$ cat src/rtl/edgedet_pkg.sv
// Shared definitions for the multi-channel edge detector: detection mode
// encodings and default parameter values.
package edgedet_pkg;

   typedef enum logic [1:0] {
      MODE_OFF  = 2'b00,
      MODE_RISE = 2'b01,
      MODE_FALL = 2'b10,
      MODE_BOTH = 2'b11
   } mode_e;

   localparam int DEF_WIDTH       = 8;
   localparam int DEF_SYNC_STAGES = 2;
   localparam int DEF_STRETCH     = 1;
   localparam int DEF_CNT_W       = 8;

endpackage

$ cat src/rtl/edgedet_chan.sv
// One detector channel: input synchroniser, previous-level flop, edge
// qualification, pulse stretcher and sticky pending flag.
module edgedet_chan
   import edgedet_pkg::*;
#(
   parameter int SYNC_STAGES = DEF_SYNC_STAGES,
   parameter int STRETCH     = DEF_STRETCH
) (
   input  logic       clk_i,
   input  logic       rst_i,
   input  logic       in_i,
   input  logic [1:0] mode_i,
   input  logic       clr_i,
   output logic       detect_o,
   output logic       edge_o,
   output logic       pend_o
);

   localparam int CW = $clog2(STRETCH + 1);

   logic [SYNC_STAGES-1:0] sync_q;
   logic                   prev_q;
   logic [CW-1:0]          stretch_q, stretch_d;
   logic                   edge_q;
   logic                   pend_q, pend_d;
   logic                   syncOut, rise, fall, detect;

   assign syncOut = sync_q[SYNC_STAGES-1];
   assign rise    = syncOut & ~prev_q;
   assign fall    = ~syncOut & prev_q;

   always_comb begin
      detect = 1'b0;
      unique case (mode_i)
         MODE_RISE: detect = rise;
         MODE_FALL: detect = fall;
         MODE_BOTH: detect = rise | fall;
         default:   detect = 1'b0;
      endcase
   end

   // A detect reloads the full stretch count, so back-to-back detects
   // produce a continuous pulse; a clr losing to a detect keeps pend set.
   always_comb begin
      stretch_d = stretch_q;
      if (detect) begin
         stretch_d = CW'(STRETCH);
      end else if (stretch_q != '0) begin
         stretch_d = stretch_q - CW'(1);
      end
      pend_d = detect | (pend_q & ~clr_i);
   end

   always_ff @(posedge clk_i) begin
      if (rst_i) begin
         sync_q    <= '0;
         prev_q    <= 1'b0;
         stretch_q <= '0;
         edge_q    <= 1'b0;
         pend_q    <= 1'b0;
      end else begin
         sync_q[0] <= in_i;
         for (int k = 1; k < SYNC_STAGES; k++) begin
            sync_q[k] <= sync_q[k-1];
         end
         prev_q    <= syncOut;
         stretch_q <= stretch_d;
         edge_q    <= (stretch_d != '0);
         pend_q    <= pend_d;
      end
   end

   assign detect_o = detect;
   assign edge_o   = edge_q;
   assign pend_o   = pend_q;

endmodule

$ cat src/rtl/edgedet_multi.sv
// Multi-channel edge detector top: WIDTH independent channels sharing a
// global mode, plus a saturating count of cycles with any detect.
module edgedet_multi
   import edgedet_pkg::*;
#(
   parameter int WIDTH       = DEF_WIDTH,
   parameter int SYNC_STAGES = DEF_SYNC_STAGES,
   parameter int STRETCH     = DEF_STRETCH,
   parameter int CNT_W       = DEF_CNT_W
) (
   input  logic             clk,
   input  logic             rst,
   input  logic [WIDTH-1:0] in,
   input  logic [1:0]       mode,
   input  logic [WIDTH-1:0] clr,
   input  logic             cnt_clr,
   output logic [WIDTH-1:0] edge_out,
   output logic [WIDTH-1:0] pend,
   output logic             irq,
   output logic [CNT_W-1:0] event_cnt
);

   logic [WIDTH-1:0] detect;
   logic [CNT_W-1:0] eventCnt_q, eventCnt_d;

   for (genvar i = 0; i < WIDTH; i++) begin : gChan
      edgedet_chan #(
         .SYNC_STAGES(SYNC_STAGES),
         .STRETCH    (STRETCH)
      ) uChan (
         .clk_i   (clk),
         .rst_i   (rst),
         .in_i    (in[i]),
         .mode_i  (mode),
         .clr_i   (clr[i]),
         .detect_o(detect[i]),
         .edge_o  (edge_out[i]),
         .pend_o  (pend[i])
      );
   end

   // One increment per detecting cycle regardless of channel count;
   // cnt_clr wins over a simultaneous increment.
   always_comb begin
      eventCnt_d = eventCnt_q;
      if (cnt_clr) begin
         eventCnt_d = '0;
      end else if ((|detect) && (eventCnt_q != '1)) begin
         eventCnt_d = eventCnt_q + CNT_W'(1);
      end
   end

   always_ff @(posedge clk) begin
      if (rst) begin
         eventCnt_q <= '0;
      end else begin
         eventCnt_q <= eventCnt_d;
      end
   end

   assign event_cnt = eventCnt_q;
   assign irq       = |pend;

endmodule

$ cat config.mk
export PLATFORM = sky130hd
export DESIGN_NAME = edgedet_multi
export DESIGN_NICKNAME = d
export VERILOG_FILES = /design/src/rtl/edgedet_pkg.sv /design/src/rtl/edgedet_chan.sv /design/src/rtl/edgedet_multi.sv
export SDC_FILE = /design/constraint.sdc
export NUM_CORES = 1
export LEC_CHECK = 0
export ABC_CLOCK_PERIOD_IN_PS = 5500
export CORE_MARGIN = 1.5
export CORE_UTILIZATION = 54
export DETAILED_ROUTE_END_ITERATION = 7
export GPL_TIMING_DRIVEN = 0
export PLACE_DENSITY = 0.88
export SYNTH_ARGS = -nofsm -noshare
export SYNTH_HDL_FRONTEND = slang
export SYNTH_SLANG_ARGS = --single-unit
$ cat constraint.sdc
create_clock -name clk -period 5.5 [get_ports clk]
set_clock_uncertainty 0.05 [all_clocks]
set_input_delay 0.55 -clock clk [delete_from_list [all_inputs] [get_ports clk]]
set_output_delay 0.55 -clock clk [all_outputs]
set_load 0.1 [all_outputs]
==> flow_summary.json, run 1 <==
{
  "arrival_ns": 1.99,
  "tns_ns": 0,
  "ys_types": 32,
  "cts_buffer_depth": 2,
  "tightest_slew_ns": 0.9695,
  "worst-path-buf-inv": 1,
  "routedWlPerCell_um": 11.38,
  "place_area_um2": 2635,
  "fin_area_um2": 2731,
  "hp-start": "gChan[5].uChan.sync_q[0]$_SDFF_PP0_",
  "synthArstFlopShare_pct": 0,
  "yosys_warnings": 0,
  "timing.fmax_ghz": 0.3861,
  "antenna_found_initial": 0,
  "synth_top_cells_by_area": "dfxtp_1, ha_1, buf_4",
  "postCtsHoldBufs": 0,
  "dp_hpwl_mm": 2.731,
  "io_buffer_count": 44,
  "cpLargestDelayFamily": "buffers and inverters",
  "postLayoutSetupSlackWorst_ns": 2.910,
  "layout_min_cycle_time_ns": 2.590,
  "criticalPathCategory": "reg -> out",
  "synth_cells": 222,
  "fin_crit_sh_pct": 47.09,
  "synth-main-ff-cell": "dfxtp_1",
  "hold_path_depth": 1,
  "slew_viol_final": 0,
  "synth.top_cell.area_share_pct": 45.02,
  "grt_pass1_wl_mm": 6.216,
  "clock_power_share_pct": 29.4,
  "layout.nets": 311,
  "cts_setup_buffers": 0,
  "layout-drive-gt1-share_pct": 14.65,
  "worst_hold_path.endpoint": "gChan[5].uChan.sync_q[1]$_SDFF_PP0_",
  "synth_top_cell_by_area": "dfxtp_1",
  "core_um2": 3716,
  "clock_latency_ns": 0.29,
  "die_w_um": 65.87,
  "grt_max_degree": 14,
  "ys_ff_latch": 48,
  "grt_usage_pct": 18.93,
  "p_sw_share_pct": 28.40,
  "setup_viol": 0,
  "wirelength_mm": 3.654,
  "drc": 0,
  "htree_levels": 2,
  "cts_tree": "done",
  "drv_cap": 0,
  "crit_chain": "nor4_1, nand2_1, clkdlybuf4s50_1",
  "cts_resized": 0,
  "cpMaxStageDelayCell": "clkdlybuf4s50_1",
  "peakVddDrop_mv": 0.2271,
  "reg2reg_setup_slack_ns": 3.29,
  "seqPwrFrac_pct": 50.0,
  "avgSynthCellArea_um2": 9.615,
  "ant_nets": 0,
  "syn_area_um2": 2135,
  "gp_congestion": 0.7985,
  "slew_headroom_pct": 35.16,
  "cp_max_fo": 3,
  "ctsRootBufferMaster": "clkbuf_8",
  "critical_path_required_ns": 4.90,
  "rr_endpoint": "event_cnt[1]$_SDFFE_PP0P_",
  "syn-num-nets": 260,
  "dr.first_iter.drc_count": 65,
  "cp-start-kind": "register",
  "leakage_nw": 1.076,
  "rsz0062_at_grt": "false",
  "p_per_area_nw_per_um2": 269.5,
  "ios": 46,
  "avgViaCountPerCell": 4.997,
  "vias": 1604,
  "end_kind": "output port",
  "area_growth_pct": 27.96,
  "drt_first_pass_iters": 4,
  "synth_edf_count": 0,
  "clkSlewWorstSetupHoldPaths_ns": 0.08,
  "ys_seq_area_share_pct": 45.02,
  "rr_startpoint": "gChan[7].uChan.prev_q$_SDFF_PP0_",
  "grt_overflow": 0,
  "p_sw_uw": 209.1,
  "yosys-top-cells-count": "dfxtp_1, nor2_1, nor2b_1",
  "intPower_uw": 527.0,
  "die_y_um": 65.87,
  "grt_pass1_vias": 1455,
  "hp-class": "reg -> reg",
  "numCtsBuffers": 5,
  "fp-row-count": 22,
  "hold_viol_final": 0,
  "layoutNonFillerInstCount": 321,
  "initial_utilization_pct": 57.44,
  "critPathMaxStageDelay_ns": 0.97,
  "design.die.area_um2": 4339,
  "cts.sinks": 48,
  "status": "finished, final reports clean",
  "p_comb_share_pct": 20.6,
  "reg2reg_depth": 9,
  "yosysMostFrequentCell": "dfxtp_1",
  "diodes": 0,
  "placedCellCount": 314,
  "place_ws_ns": 2.708,
  "finalPower_uw": 736.0
}
## routing by layer
metal | track usage (%) | wire (µm)
met1 | 21.54 | 1623
met5 | 0 | 0
met2 | 32.07 | 1754
met3 | 5.963 | 199
met4 | 8.854 | 76
## sequential cells by signal (all words and copies together) (netlist names)
name                   cells
gChan.uChan.pend_o         8
gChan.uChan.sync_q        16
gChan.uChan.prev_q         8
gChan.uChan.stretch_q      8
event_cnt                  8
## worst max-delay path by stage
stage,from,endpoint,slack (ns),cells after the start
3_3_place_gp,mode[1],event_cnt[2]$_SDFFE_PP0P_,2.70,9
2_1_floorplan,event_cnt[0]$_SDFFE_PP0P_,event_cnt[7]$_SDFFE_PP0P_,3.15,6
4_1_cts,gChan[1].uChan.pend_o$_SDFF_PP0_,irq,2.91,3
6_report,gChan[1].uChan.pend_o$_SDFF_PP0_,irq,2.91,3
5_1_grt,gChan[1].uChan.pend_o$_SDFF_PP0_,irq,2.76,3
3_5_place_dp,mode[1],event_cnt[1]$_SDFFE_PP0P_,2.71,9
## cells by family (layout without fill, tap and decap cells)
logic type	count (synthesis)	after routing	synth area share (%)
AO/OA/AOI/OAI	32	32	12.66
adder cells (fa/ha/maj)	17	17	9.965
buffers and inverters	43	94	11.61
flip-flops	48	48	45.02
AND/OR/NAND/NOR	82	82	20.75
## per-stage QoR
stage	hold WS (ns)	utilization, %
final	0.3874	73.50
after global placement	0.3674	70.91
after CTS	0.3910	73.50
after floorplan	0.3638	-
after global routing	0.4134	73.50
after detailed placement	0.3723	70.91
## cell type report
type | instances | area [µm²]
clock buffer | 7 | 96.34
buffer | 25 | 180.2
tap | 48 | 60.06
fill | 273 | 984.7
sequential | 48 | 960.9
timing repair buffer | 44 | 440.4
multi-input combinational | 131 | 925.9
inverter | 18 | 67.56
## placed cells by master, fill, tap and decap left out
master and instances:
o31ai_1 1, a32oi_1 3, a32oi_2 4, inv_1 18, nand2_1 14, dfxtp_1 48, or3_1 2, o41ai_1 5
nor3_4 1, o21ai_1 2, clkbuf_1 4, buf_6 3, ha_1 17, clkdlybuf4s50_1 44, nand4_1 2, or2_1 5
o211ai_1 1, a21oi_1 8, or2_0 1, nand2b_1 8, a21oi_2 3, nand4_2 1, nand3_1 3, o311ai_1 3
buf_4 17, or2_2 3, o21ai_2 1, buf_1 1, nor2_1 19, nor4_1 2, clkbuf_8 7, o311ai_0 1
nor2b_1 19, and2_1 2
## power by group through the flow
stage / combinational, mW / clock, mW / sequential, mW
6_report: 0.152 / 0.217 / 0.368
5_1_grt: 0.162 / 0.239 / 0.370
4_1_cts: 0.152 / 0.221 / 0.368
3_5_place_dp: 0.151 / 0 / 0.376
3_3_place_gp: 0.149 / 0 / 0.375
2_1_floorplan: 0.106 / 0 / 0.381
Note: power is estimated with default switching activity, not from simulation.
==> run 2: changes to the inputs <==
--- a/config.mk
+++ b/config.mk
@@ -5,12 +5,12 @@
 export SDC_FILE = /design/constraint.sdc
 export NUM_CORES = 1
 export LEC_CHECK = 0
-export ABC_CLOCK_PERIOD_IN_PS = 5500
+export ABC_CLOCK_PERIOD_IN_PS = 2190
 export CORE_MARGIN = 1.5
-export CORE_UTILIZATION = 54
+export CORE_UTILIZATION = 45
 export DETAILED_ROUTE_END_ITERATION = 7
 export GPL_TIMING_DRIVEN = 0
-export PLACE_DENSITY = 0.88
+export PLACE_DENSITY = 0.79
 export SYNTH_ARGS = -nofsm -noshare
 export SYNTH_HDL_FRONTEND = slang
 export SYNTH_SLANG_ARGS = --single-unit
==> constraint.sdc (replaced) <==
create_clock -name clk -period 2.19 [get_ports clk]
set_clock_uncertainty 0.05 [all_clocks]
set_input_delay 0.219 -clock clk [delete_from_list [all_inputs] [get_ports clk]]
set_output_delay 0.219 -clock clk [all_outputs]
set_load 0.1 [all_outputs]
==> flow_summary.json, run 2 (synthesis gave the netlist of run 1 again) <==
{
  "cpMaxStageDelayCell": "clkdlybuf4s50_1",
  "ant_nets": 0,
  "postLayoutSetupSlackWorst_ns": 0.03592,
  "ctsRootBufferMaster": "clkbuf_8",
  "dr.first_iter.drc_count": 119,
  "drt_first_pass_iters": 6,
  "htree_levels": 2,
  "peakVddDrop_mv": 0.4817,
  "arrival_ns": 1.89,
  "cpLargestDelayFamily": "buffers and inverters",
  "final_common_cell": "dfxtp_1",
  "die_w_um": 71.87,
  "routedWlPerCell_um": 12.31,
  "p_per_area_nw_per_um2": 641.8,
  "status": "complete, but fails checks",
  "cp_max_fo": 3,
  "largest-register": "gChan.uChan.sync_q",
  "clkSlewWorstSetupHoldPaths_ns": 0.08,
  "hold_viol_final": 0,
  "postCtsHoldBufs": 0,
  "grt_max_degree": 14,
  "diodes": 0,
  "drv_cap": 0,
  "fin_crit_sh_pct": 98.36,
  "dp_hpwl_mm": 2.873,
  "layout_min_cycle_time_ns": 2.154,
  "cts_tree": "done",
  "grt_pass1_vias": 1433,
  "io_buffer_count": 44,
  "area_growth_pct": 39.16,
  "mostFrequentLayoutCells": "dfxtp_1, clkdlybuf4s50_1, buf_4",
  "final_core_util_pct": 66.84,
  "core_um2": 4444,
  "tightest_slew_ns": 0.9832,
  "avgViaCountPerCell": 4.902,
  "largest_register_ffs": 16,
  "hp-class": "in -> reg",
  "die_y_um": 71.87,
  "place_ws_ns": -0.3045,
  "clock_latency_ns": 0.31,
  "grt_pass1_wl_mm": 6.306,
  "tns_ns": 0,
  "fill_cells": 354,
  "gp_congestion": 0.8502,
  "cts_buffer_depth": 2,
  "cp-start-kind": "register",
  "numCtsBuffers": 5,
  "leakage_nw": 1.343,
  "initial_utilization_pct": 48.03,
  "slew_viol_final": 0,
  "rsz0062_at_grt": "true",
  "drc": 4,
  "timing.fmax_ghz": 0.4642,
  "layout.nets": 321,
  "ios": 46,
  "grt_overflow": 0,
  "worst-path-buf-inv": 2,
  "layout-drive-gt1-share_pct": 22.54,
  "fp-row-count": 24,
  "critical_path_required_ns": 1.92,
  "place_area_um2": 2643,
  "design.die.area_um2": 5165,
  "cts.sinks": 48,
  "crit_chain": "buf_4, clkdlybuf4s50_1",
  "setup_viol": 0,
  "antenna_found_initial": 0,
  "critPathMaxStageDelay_ns": 1.11,
  "slew_headroom_pct": 34.35,
  "wirelength_mm": 4.137,
  "end_kind": "output port",
  "vias": 1647,
  "criticalPathCategory": "reg -> out",
  "fin_area_um2": 2970,
  "grt_usage_pct": 15.76,
  "violations": "DRC"
}
run 2: changes by cell type in the layout (fill, tap and decap cells not counted), sizes merged:
cell / delta
clkdlybuf4s50: -13
buf: +10
clkbuf: +1
dlymetal6s2s: +12
dlygate4sd2: +1
run 2: metrics by stage:
stage	cells	hold slack, ns	power [mW]
floorplan	222	0.2972	1.225
global placement	318	0.3689	1.320
detailed placement	318	0.3720	1.328
CTS	326	0.2886	1.847
global route	336	0.3816	1.979
finish	336	0.3329	1.906
run 2: what timing repair did:
action / 4_1_cts / 5_1_grt
pin swaps: 1 / 10
setup buffers: 0 / 10
resized for setup: 2 / 34
setup endpoints to repair: 5 / 16
run 2: area by class of cell:
type                       instances  area, µm²  area share, %
buffer                            25      180.2          6.066
clock buffer                       8      90.09          3.033
inverter                          18      67.56          2.275
multi-input combinational        131       1035          34.84
sequential                        48      968.4          32.60
tap                               52      65.06          2.190
timing repair buffer              54      564.3          19.00
run 2: worst paths after layout:
path	from	to	slack, ns	cells past startpoint
min reg2reg	gChan[0].uChan.sync_q[0]$_SDFF_PP0_	gChan[0].uChan.sync_q[1]$_SDFF_PP0_	0.39	1
min	mode[0]	gChan[0].uChan.stretch_q$_SDFF_PP0_	0.33	3
max	gChan[7].uChan.pend_o$_SDFF_PP0_	pend[7]	0.04	2
max reg2reg	gChan[4].uChan.prev_q$_SDFF_PP0_	event_cnt[3]$_SDFFE_PP0P_	0.06	10
run 2: layer usage:
layer / wire (µm) / global-route usage (%) / part of all wire [%] / up-vias
met5: 0 / 0 / 0 / -
met2: 2055 / 25.82 / 50 / 48
met3: 225 / 4.641 / 5.4 / 6
met4: 66 / 6.289 / 1.6 / 0
li1: - / - / - / 843
met1: 1789 / 19.45 / 43 / 750
run 2: report_power, final:
part | total, mW | switching [mW] | internal [mW]
sequential | 0.925 | 0.0175 | 0.907
combinational | 0.445 | 0.268 | 0.176
clock | 0.537 | 0.280 | 0.258
run 2: worst register-to-register path: cells and delay by family, from the launching register on:
kind / cells / cell delay [ns]
and+or+nand+nor: 3 / 0.67
AOI/OAI and AO/OA: 2 / 0.36
DFF: 1 / 0.33
adders and majority gates: 1 / 0.18
buffers and inverters: 4 / 0.39
==> run 3: changes to the inputs <==
==> constraint.sdc (replaced) <==
create_clock -name clk -period 2.19 [get_ports clk]
set_clock_uncertainty 0.05 [all_clocks]
set_input_delay 0.438 -clock clk [delete_from_list [all_inputs] [get_ports clk]]
set_output_delay 0.438 -clock clk [all_outputs]
set_load 0.1 [all_outputs]
==> flow_summary.json, run 3 (synthesis gave the netlist of run 1 again) <==
{
  "status": "complete, but fails checks",
  "violations": "DRC",
  "worst_hold_path.endpoint": "gChan[0].uChan.sync_q[1]$_SDFF_PP0_",
  "grt_overflow": 0,
  "final_core_util_pct": 61.88,
  "layout-drive-gt1-share_pct": 16.30,
  "core_um2": 4444,
  "clock_latency_ns": 0.31,
  "placedCellCount": 318,
  "largest-register": "gChan.uChan.sync_q",
  "htree_levels": 2,
  "largest_register_ffs": 16,
  "fin_area_um2": 2750,
  "postCtsHoldBufs": 0,
  "cp-start-kind": "register",
  "cp_max_fo": 3,
  "setup_viol": 0,
  "cts_tree": "done",
  "gp_congestion": 0.8502,
  "dp_hpwl_mm": 2.873,
  "drv_cap": 0,
  "routedWlPerCell_um": 11.82,
  "wirelength_mm": 3.876,
  "fin_crit_sh_pct": 96.62,
  "diodes": 0,
  "hp-start": "gChan[0].uChan.sync_q[0]$_SDFF_PP0_",
  "layout_min_cycle_time_ns": 2.116,
  "grt_pass1_vias": 1443,
  "critPathMaxStageDelay_ns": 0.84,
  "rsz0062_at_grt": "false",
  "numCtsBuffers": 5,
  "slew_viol_final": 0,
  "hold_path_depth": 1,
  "reg2reg_setup_slack_ns": 0.15,
  "layoutNonFillerInstCount": 328,
  "end_kind": "output port",
  "mostFrequentLayoutCells": "dfxtp_1, dlygate4sd2_1, buf_4, nor2b_1, nor2_1",
  "drt_first_pass_iters": 8,
  "reg2reg_depth": 9,
  "clkSlewWorstSetupHoldPaths_ns": 0.08,
  "design.die.area_um2": 5165,
  "ant_nets": 0,
  "hp-class": "reg -> reg",
  "tightest_slew_ns": 0.9662,
  "initial_utilization_pct": 48.03,
  "peakVddDrop_mv": 0.4702,
  "die_y_um": 71.87,
  "arrival_ns": 1.63,
  "ctsRootBufferMaster": "clkbuf_8",
  "rr_endpoint": "event_cnt[2]$_SDFFE_PP0P_",
  "place_area_um2": 2643,
  "criticalPathCategory": "reg -> out",
  "dr.first_iter.drc_count": 73,
  "vias": 1609,
  "whs_ns": 0.3879,
  "hold_viol_final": 0,
  "avgViaCountPerCell": 4.905,
  "io_buffer_count": 44,
  "fp-row-count": 24,
  "slew_headroom_pct": 35.84,
  "finalPower_mw": 1.843,
  "grt_pass1_wl_mm": 6.341,
  "ios": 46,
  "die_w_um": 71.87,
  "timing.fmax_ghz": 0.4726,
  "grt_usage_pct": 15.85,
  "crit_chain": "buf_4, dlygate4sd2_1",
  "leakage_nw": 1.189,
  "cts_buffer_depth": 2,
  "area_growth_pct": 28.84,
  "p_per_area_nw_per_um2": 670.3,
  "rr_startpoint": "gChan[4].uChan.prev_q$_SDFF_PP0_",
  "grt_max_degree": 14,
  "critical_path_required_ns": 1.70,
  "drc": 4,
  "cts.sinks": 48,
  "final_common_cell": "dfxtp_1",
  "cpMaxStageDelayCell": "dlygate4sd2_1",
  "antenna_found_initial": 0,
  "layout.nets": 313
}
-- run 3: cell types whose count changed in the layout (fill, tap and decap cells not counted), moves of 3 or more --
cell,delta
dlygate4sd2_1,+24
clkdlybuf4s50_1,-13
dlymetal6s2s_1,-12
buf_4,-5
dfxtp_1,+4
dfxtp_2,-4
o41ai_1,+3
o41ai_2,-3
-- run 3: layer usage --
metal	vias up	track usage (%)	routed length, µm
li1	825	-	-
met5	-	0	0
met3	6	4.641	254
met4	0	6.289	59
met1	726	19.54	1651
met2	52	26.03	1911
-- run 3: worst max path at each step --
stage                                           from                        end  slack, ns
floorplan                  event_cnt[2]$_SDFFE_PP0P_  event_cnt[7]$_SDFFE_PP0P_       0.03
global placement                             mode[1]  event_cnt[2]$_SDFFE_PP0P_      -0.50
detailed placement                           mode[1]  event_cnt[2]$_SDFFE_PP0P_      -0.52
CTS                 gChan[0].uChan.pend_o$_SDFF_PP0_                        irq       0.05
global route        gChan[2].uChan.prev_q$_SDFF_PP0_  event_cnt[7]$_SDFFE_PP0P_       0.01
finish              gChan[4].uChan.pend_o$_SDFF_PP0_                    pend[4]       0.07
-- run 3: area by class of cell --
class                   count  area (µm²)
fillers                   398        1694
clock buffers               8       90.09
well taps                  52       65.06
inverters                  18       67.56
multi-input cells         131       964.7
repair buffers             46       419.2
flip-flops and latches     48       963.4
plain buffers              25       180.2
-- run 3: power breakdown --
part	leakage, nW	internal, mW	switching, mW
sequential	0.394	0.907	0.0172
clock	0.0455	0.258	0.278
combinational	0.750	0.131	0.253
total	1.19	1.30	0.548
-- run 3: timing repair --
item / CTS / global route
resized for setup: 27 / 5
buffers inserted: 2 / 0
endpoints found under the setup margin: 33 / 4
pin swaps: 1 / 0
-- run 3: through the flow --
stage	setup TNS (ns)	worst slack (ns)
6_report	0	0.07393
3_3_place_gp	-3.637	-0.4996
2_1_floorplan	0	0.02743
4_1_cts	0	0.05231
3_5_place_dp	-3.848	-0.5235
5_1_grt	0	0.01143
-- run 3: critical path, delay by kind of cell, from the launching register on --
kind,cells,cell delay (ns)
flip-flops,1,0.36
buffers and inverters,2,0.95
